### config.mk
export PLATFORM = sky130hd
export DESIGN_NAME = writeback_arbiter
export DESIGN_NICKNAME = d
export VERILOG_FILES = /design/src/rtl/writeback_arbiter.sv
export SDC_FILE = /design/constraint.sdc
export NUM_CORES = 1
export LEC_CHECK = 0
export CAP_MARGIN = 20
export CORE_MARGIN = 1
export CORE_UTILIZATION = 24
export CTS_CLUSTER_SIZE = 25
export DETAILED_ROUTE_END_ITERATION = 8
export DONT_BUFFER_PORTS = 1
export PLACE_DENSITY = 0.34
export SYNTH_ARGS = -nofsm -noshare
export SYNTH_HDL_FRONTEND = slang
export SYNTH_SLANG_ARGS = --single-unit
### constraint.sdc
create_clock -name clk -period 8.88 [get_ports clk]
set_clock_uncertainty 0.2 [all_clocks]
set_input_delay 1.332 -clock clk [delete_from_list [all_inputs] [get_ports clk]]
set_output_delay 1.332 -clock clk [all_outputs]
set_load 0.005 [all_outputs]
### src/rtl/writeback_arbiter.sv
// -----------------------------------------------------------------------------
// writeback_arbiter
//
// Write-side master for the register file. Merges single-cycle ALU results and
// handshaked load results onto the file's single write port. ALU results always
// win the port; load results wait in a small FIFO. A buffered load is cancelled
// (killed) when a later ALU result targets the same register, so the register
// file never sees an older load overwrite a younger ALU result.
//
// Parameters
//   WIDTH       data width, matches the register file
//   DEPTH       load FIFO entries, power of two, >= 2
//
// Ports
//   clk         clock, all state updates on the rising edge
//   rst         asynchronous, active-low reset
//   alu_valid   ALU result present this cycle (no backpressure)
//   alu_rd      ALU destination register
//   alu_data    ALU result
//   ld_valid    load result offered
//   ld_ready    FIFO can accept a load
//   ld_rd       load destination register
//   ld_data     load result
//   rd_addr     register-file write address (registered)
//   write_data  register-file write data (registered)
//   regWrite    register-file write enable (registered)
//   ld_empty    FIFO holds no entries
// -----------------------------------------------------------------------------
module writeback_arbiter #(
    parameter int WIDTH = 32,
    parameter int DEPTH = 2
) (
    input  logic             clk,
    input  logic             rst,
    input  logic             alu_valid,
    input  logic [4:0]       alu_rd,
    input  logic [WIDTH-1:0] alu_data,
    input  logic             ld_valid,
    output logic             ld_ready,
    input  logic [4:0]       ld_rd,
    input  logic [WIDTH-1:0] ld_data,
    output logic [4:0]       rd_addr,
    output logic [WIDTH-1:0] write_data,
    output logic             regWrite,
    output logic             ld_empty
);

    // Pointer width; DEPTH is a power of two so pointers wrap naturally.
    localparam int AW = $clog2(DEPTH);
    // Count must represent 0..DEPTH inclusive.
    localparam int CW = AW + 1;

    // ------------------------------------------------------------------
    // FIFO state
    // ------------------------------------------------------------------
    logic [AW-1:0]    r_wptr;
    logic [AW-1:0]    r_rptr;
    logic [CW-1:0]    r_count;
    logic [DEPTH-1:0] r_kill;
    logic [4:0]       r_fifo_rd   [DEPTH];
    logic [WIDTH-1:0] r_fifo_data [DEPTH];

    // Registered write-port outputs
    logic             r_reg_write;
    logic [4:0]       r_rd_addr;
    logic [WIDTH-1:0] r_write_data;

    // ------------------------------------------------------------------
    // Combinational control
    // ------------------------------------------------------------------
    logic             w_alu_live;
    logic             w_fifo_nonempty;
    logic             w_push;
    logic             w_pop;
    logic             w_head_writes;
    logic [AW-1:0]    w_slot_offset [DEPTH];
    logic [DEPTH-1:0] w_kill_hit;

    // Writes to x0 are meaningless, so an ALU result aimed at x0 is no request.
    assign w_alu_live      = alu_valid && (alu_rd != 5'd0);
    assign w_fifo_nonempty = (r_count != '0);

    // Gating with rst keeps the load source stalled for the whole reset window.
    assign ld_ready = rst && (r_count < CW'(DEPTH));
    assign ld_empty = (r_count == '0);

    assign w_push = ld_valid && ld_ready;
    // An accepted ALU result owns the write port, so the FIFO cannot drain.
    assign w_pop  = !w_alu_live && w_fifo_nonempty;

    // A popped head only reaches the port if it survived and is not aimed at x0.
    assign w_head_writes = !r_kill[r_rptr] && (r_fifo_rd[r_rptr] != 5'd0);

    // Mark every occupied entry whose destination matches the live ALU write.
    // An entry is occupied when its distance from the read pointer (modulo
    // DEPTH) is below the current count. The slot receiving a push on the same
    // edge is unoccupied here, so a same-edge load is treated as younger.
    always_comb begin
        // NOTE: every always_comb output gets a default before any conditional
        // logic, so no path leaves it unassigned and no latch is inferred.
        w_kill_hit = '0;
        for (int i = 0; i < DEPTH; i++) begin
            w_slot_offset[i] = AW'(i) - r_rptr;
            w_kill_hit[i]    = w_alu_live
                               && ({1'b0, w_slot_offset[i]} < r_count)
                               && (r_fifo_rd[i] == alu_rd);
        end
    end

    // ------------------------------------------------------------------
    // FIFO control state: pointers, count and kill bits
    // ------------------------------------------------------------------
    // NOTE: sequential state uses non-blocking assignments so every register
    // samples the pre-edge values, independent of statement order.
    always_ff @(posedge clk or negedge rst) begin
        if (!rst) begin
            r_wptr  <= '0;
            r_rptr  <= '0;
            r_count <= '0;
            r_kill  <= '0;
        end else begin
            if (w_push) begin
                r_wptr <= r_wptr + AW'(1);
            end
            if (w_pop) begin
                r_rptr <= r_rptr + AW'(1);
            end

            unique case ({w_push, w_pop})
                2'b10:   r_count <= r_count + CW'(1);
                2'b01:   r_count <= r_count - CW'(1);
                default: r_count <= r_count;
            endcase

            for (int i = 0; i < DEPTH; i++) begin
                if (w_kill_hit[i]) begin
                    r_kill[i] <= 1'b1;
                end
            end
            // A freshly pushed entry always starts alive.
            if (w_push) begin
                r_kill[r_wptr] <= 1'b0;
            end
        end
    end

    // ------------------------------------------------------------------
    // FIFO payload storage
    // ------------------------------------------------------------------
    // NOTE: the payload array is deliberately not reset; an entry is only
    // ever read after a push has written it, and the count/kill state that
    // qualifies it is reset above.
    always_ff @(posedge clk) begin
        if (w_push) begin
            r_fifo_rd[r_wptr]   <= ld_rd;
            r_fifo_data[r_wptr] <= ld_data;
        end
    end

    // ------------------------------------------------------------------
    // Write-port selection: ALU first, then FIFO head, else idle.
    // Address and data hold whenever no write is issued.
    // ------------------------------------------------------------------
    always_ff @(posedge clk or negedge rst) begin
        if (!rst) begin
            r_reg_write  <= 1'b0;
            r_rd_addr    <= '0;
            r_write_data <= '0;
        end else if (w_alu_live) begin
            r_reg_write  <= 1'b1;
            r_rd_addr    <= alu_rd;
            r_write_data <= alu_data;
        end else if (w_fifo_nonempty) begin
            // The head is consumed even when killed; only the write is dropped.
            r_reg_write <= w_head_writes;
            if (w_head_writes) begin
                r_rd_addr    <= r_fifo_rd[r_rptr];
                r_write_data <= r_fifo_data[r_rptr];
            end
        end else begin
            r_reg_write <= 1'b0;
        end
    end

    assign regWrite   = r_reg_write;
    assign rd_addr    = r_rd_addr;
    assign write_data = r_write_data;

endmodule

==> flow_metrics.env, run 1 <==
export IMPL_status="completed"
export IMPL_crit_family="simple AND/OR/NAND/NOR gates"
export IMPL_first_pass_iters=4
export IMPL_ios=118
export IMPL_htreeDepth=4
export IMPL_cts_made_buffers=17
export IMPL_ys_top_cells_by_area="edfxtp_1, dfrtp_1, mux2_2, mux2_4, xnor2_1"
export IMPL_cts_sinks=118
export IMPL_finalHoldViolCount=0
export IMPL_relSlewSlack=0.636
export IMPL_place_gp_congestion=0.659
export IMPL_p_per_area_nw_per_um2=327
export IMPL_drtIter0Drc=97
export IMPL_grt_ovfl_total=0
export IMPL_yosysTopAreaCell="edfxtp_1"
export IMPL_drive_gt1_frac=0.451
export IMPL_drv_cap=0
export IMPL_clock_power_share=0.360
export IMPL_worst_ep_arrival_time_ns=1.65
export IMPL_row_count=52
export IMPL_fillers=2043
export IMPL_setup_viol=0
export IMPL_p_seq_frac=0.432
export IMPL_synthesis_area_um2=5030
export IMPL_finish_instance_area_um2=5930
export IMPL_cp_num_buf_inv=0
export IMPL_max_freq_ghz=0.315
export IMPL_ys_flop_type="edfxtp_1"
export IMPL_cts_tree="done"
export IMPL_combPwrFrac=0.208
export IMPL_p_sw_w=0.000524
export IMPL_dp_hpwl_um=7290
export IMPL_grt_pass1_vias=2708
export IMPL_sw_frac_of_total=0.271
export IMPL_yosys_warnings=0
export IMPL_grt_setup_unrepaired="no"
export IMPL_startpoint_type="input port"
export IMPL_core_area_um2=20400
export IMPL_synth_edf_count=74
export IMPL_finalMaxSlewViolations=0
export IMPL_peakVddDrop_v=0.000125
export IMPL_portBuffers=0
export IMPL_synth_top_area_frac=0.442
export IMPL_num_antenna_cells=0
export IMPL_via_per_inst=4.21
export IMPL_async_flop_share=0.373
export IMPL_wire_per_inst_um=19.8
export IMPL_placed_cell_area_um2=5340
export IMPL_min_period_ns=3.18
export IMPL_synth_cell_types=30
export IMPL_internal_power_w=0.00141
export IMPL_root_buffer="clkbuf_16"
export IMPL_gr_usage_all_layers=0.113
export IMPL_post_cts_buffers=0
export IMPL_die_area_um2=21500
export IMPL_cts_resized=0
export IMPL_fin_setup_tns_ns=0
export IMPL_synth_nets=371
export IMPL_worstPathRequired_ns=7.35
export IMPL_path_class="in2out"
export IMPL_min_path_type="reg2reg"
export IMPL_layout_common_cells="mux2_2, edfxtp_1, dfrtp_1, mux2_4, clkbuf_16"
export IMPL_cpPeakStageDelay_ns=0.30
export IMPL_yosysSeqAreaShare=0.661
export IMPL_drc=0
export IMPL_avgSynthCellArea_um2=17.2
export IMPL_path_clk_slew_ns=0.05
export IMPL_antenna_found_initial=0
export IMPL_syn_to_final_growth_pct=18.0
export IMPL_cp_slowest_cell="nor2b_1"
export IMPL_place_inst=553
export IMPL_fin_crit_sh=0.358
export IMPL_insertion_delay_ns=0.41
export IMPL_final_common_cell="mux2_2"
export IMPL_ant_nets=0
export IMPL_die_h_um=147
export IMPL_crit_path_end_kind="output pin"
export IMPL_die_w_um=147
export IMPL_initial_utilization=0.247
export IMPL_wl_um=11600
export IMPL_ys_seq_elements=118
export IMPL_fin_nets=381
export IMPL_cts_max_path_buffers=2
export IMPL_fin_cells=585
export IMPL_path_cells="nor2b_1"
export IMPL_cp_max_fo=45
export IMPL_cts_hold_buf=0
export IMPL_synth_cells=292
export IMPL_vias=2465
export IMPL_grt_start_max_net_pins=46
export IMPL_p_leak_nw=2.14
export IMPL_grt_pass1_wl_um=17400
export IMPL_worst_pin_slew_ns=0.546
==> power by group through the flow <==
| stage | sequential [W] | clock, W | combinational, W |
|---|---|---|---|
| after floorplan | 0.000798 | 0 | 0.000360 |
| after global placement | 0.000851 | 0 | 0.000411 |
| after detailed placement | 0.000853 | 0 | 0.000414 |
| after CTS | 0.000843 | 0.000720 | 0.000417 |
| after global routing | 0.000857 | 0.000739 | 0.000444 |
| final | 0.000836 | 0.000698 | 0.000403 |
==> synth_stat cells, types with 2 or more instances <==
cell,count
nor2_1,4
mux2_4,19
nand4_1,2
inv_1,2
nor4_1,2
o21ai_0,7
a21oi_1,2
clkbuf_1,5
buf_6,3
edfxtp_1,74
mux2i_1,5
dfrtp_1,44
nand2_1,7
xnor2_1,14
mux2_2,82
buf_2,6
==> area by class of cell <==
cell class | count | area, um^2 | area share
Sequential cell | 118 | 3320 | 0.560
Multi-Input combinational cell | 158 | 1630 | 0.275
Timing Repair Buffer | 5 | 37.5 | 0.00633
Tap cell | 270 | 338 | 0.0570
Clock buffer | 22 | 464 | 0.0783
Inverter | 2 | 7.51 | 0.00127
Clock inverter | 10 | 130 | 0.0219
==> stage by stage <==
stage                     hold WS (ns)  total power [W]  setup slack, ns   util
after detailed placement         0.299          0.00127             5.32  0.262
after CTS                        0.316          0.00198             5.68  0.291
after floorplan                  0.260          0.00116             4.99      -
after global routing             0.331          0.00204             5.67  0.291
final                            0.307          0.00194             5.70  0.291
after global placement           0.296          0.00126             5.33  0.262
==> routing by layer <==
metal,vias up,routed length [um],part of all wire,global-route usage
met3,7,902,0.078,0.0537
met1,1261,4930,0.43,0.131
met2,81,5600,0.48,0.182
li1,1116,-,-,-
met4,0,116,0.010,0.0422
met5,-,0,0,0
==> final timing paths <==
kind,start,to,slack [ns],depth (start not counted)
setup / recovery,rst,ld_ready,5.70,1
hold / removal,r_kill[0],r_kill[0],0.31,1
setup reg to reg,r_rptr,write_data[26],6.06,5
hold reg to reg,r_kill[0],r_kill[0],0.31,1
max in group asynchronous,rst,r_rptr,7.96,0
min in group asynchronous,rst,write_data[5],0.42,0
==> sequential cells by signal (all words and copies together) (netlist names) <==
register / cells
r_rptr: 1
regWrite: 1
r_fifo_data: 64
r_wptr: 1
write_data: 32
r_fifo_rd: 10
rd_addr: 5
r_kill: 2
r_count: 2
==> cells by family (layout without fill, tap and decap cells) <==
| group | count (synthesis) | in the layout | share of synthesized area |
|---|---|---|---|
| muxes | 106 | 106 | 0.250 |
| and+or+nand+nor | 22 | 22 | 0.0236 |
| buffers and inverters | 16 | 39 | 0.0179 |
| AOI/OAI and AO/OA | 14 | 14 | 0.0184 |
| DFF | 118 | 118 | 0.661 |
| adders and majority gates | 1 | 1 | 0.00249 |
| xor gates and xnor gates | 15 | 15 | 0.0261 |
(Power assumes the default switching activity.)
==> inputs of run 2 (changes only) <==
- clock period: 8.88 -> 3.07 ns (I/O delays scaled with it)
==> flow_metrics.env, run 2 (synthesized netlist as in run 1, its figures left out) <==
export IMPL_status="completed"
export IMPL_wl_um=12000
export IMPL_largest_register="r_fifo_data"
export IMPL_cts_max_path_buffers=2
export IMPL_place_inst=557
export IMPL_syn_to_final_growth_pct=27.8
export IMPL_fin_crit_sh=0.758
export IMPL_ios=118
export IMPL_path_clk_slew_ns=0.05
export IMPL_fin_setup_tns_ns=0
export IMPL_portBuffers=0
export IMPL_post_cts_buffers=0
export IMPL_wire_per_inst_um=19.1
export IMPL_setup_viol=0
export IMPL_max_freq_ghz=0.430
export IMPL_num_antenna_cells=0
export IMPL_cpPeakStageDelay_ns=0.50
export IMPL_min_path_type="in2reg"
export IMPL_grt_start_max_net_pins=45
export IMPL_p_per_area_nw_per_um2=897
export IMPL_row_count=52
export IMPL_grt_pass1_vias=2912
export IMPL_cp_slowest_cell="a31o_2"
export IMPL_crit_end="write_data[1]"
export IMPL_final_common_cell="mux2_2"
export IMPL_fin_nets=424
export IMPL_startpoint_type="flip-flop"
export IMPL_root_buffer="clkbuf_16"
export IMPL_grt_setup_unrepaired="no"
export IMPL_startpoint="r_rptr"
export IMPL_worst_ep_arrival_time_ns=2.42
export IMPL_cts_tree="done"
export IMPL_via_per_inst=4.16
export IMPL_cts_hold_buf=39
export IMPL_drive_gt1_frac=0.413
export IMPL_die_h_um=147
export IMPL_relSlewSlack=0.650
export IMPL_initial_utilization=0.247
export IMPL_drtIter0Drc=88
export IMPL_worst_pin_slew_ns=0.525
export IMPL_largest_reg_flops=64
export IMPL_ant_nets=0
export IMPL_gr_usage_all_layers=0.118
export IMPL_r2r_end="write_data[1]"
export IMPL_drc=0
export IMPL_die_area_um2=21500
export IMPL_cts_resized=0
export IMPL_post_route_util=0.315
export IMPL_core_area_um2=20400
export IMPL_cp_max_fo=27
export IMPL_finalMaxSlewViolations=0
export IMPL_cts_sinks=118
export IMPL_first_pass_iters=4
export IMPL_fin_cells=628
export IMPL_grt_ovfl_total=0
export IMPL_r2r_start="r_rptr"
export IMPL_antenna_found_initial=0
export IMPL_peakVddDrop_v=0.000363
export IMPL_cts_made_buffers=17
export IMPL_layout_common_cells="mux2_2, edfxtp_1, dfrtp_1, dlygate4sd3_1, mux2_4"
export IMPL_place_gp_congestion=0.690
export IMPL_die_w_um=147
export IMPL_vias=2613
export IMPL_min_period_ns=2.33
export IMPL_worstPathRequired_ns=3.16
export IMPL_crit_path_end_kind="flip-flop"
export IMPL_path_class="reg2reg"
export IMPL_path_cells="nor4b_1 > o22ai_1 > a31o_2 > buf_12 > mux2_2"
export IMPL_drv_cap=0
export IMPL_worst_r2r_cell_count=5
export IMPL_r2r_setup_slack_ns=0.74
export IMPL_htreeDepth=4
export IMPL_grt_pass1_wl_um=18200
export IMPL_dp_hpwl_um=7480
export IMPL_p_leak_nw=2.36
export IMPL_insertion_delay_ns=0.41
export IMPL_finalHoldViolCount=0
-- run 2: per-layer routing --
layer | up-vias | share of wire | GRT usage
met2 | 71 | 0.48 | 0.189
met5 | - | 0 | 0
li1 | 1203 | - | -
met3 | 8 | 0.057 | 0.0457
met4 | 0 | 0.013 | 0.0469
met1 | 1331 | 0.45 | 0.141
-- run 2: critical path: cells and delay by family (launching register included) --
family,cells,cell delay [ns]
AND/OR/NAND/NOR,1,0.18
multiplexers,1,0.36
buffers and inverters,1,0.28
AO/OA/AOI/OAI,2,0.68
flip-flops,1,0.48
-- run 2: metrics by stage --
stage	area [um^2]	hold WS, ns	total power, W	setup WS, ns
floorplan	5030	-0.0351	0.00335	0.0554
finish	6420	0.122	0.00576	0.742
detailed placement	5410	-0.0327	0.00374	0.498
global route	6420	0.0966	0.00609	0.603
CTS	6420	0.0998	0.00590	0.690
global placement	5410	-0.0328	0.00372	0.514
-- run 2: worst min path at each step --
stage	startpoint	end	slack [ns]	depth (start not counted)
floorplan	rst	r_count[0]	-0.04	0
global placement	rst	write_data[11]	-0.03	0
detailed placement	rst	write_data[11]	-0.03	0
CTS	alu_data[2]	write_data[2]	0.1	2
global route	alu_data[19]	write_data[19]	0.1	2
finish	alu_data[19]	write_data[19]	0.12	2
-- run 2: layout make-up --
type | count | area, um^2
clock buffers | 23 | 488
flip-flops and latches | 118 | 3320
clock inverters | 9 | 124
inverters | 2 | 7.51
fillers | 2012 | 13900
repair buffers | 48 | 513
well taps | 270 | 338
multi-input cells | 158 | 1630
-- run 2: where the power goes --
| group | internal [W] | switching [W] | total (W) |
|---|---|---|---|
| sequential | 0.00210 | 0.000307 | 0.00240 |
| combinational | 0.000758 | 0.000552 | 0.00131 |
| clock | 0.00136 | 0.000696 | 0.00205 |
| total | 0.00421 | 0.00155 | 0.00576 |
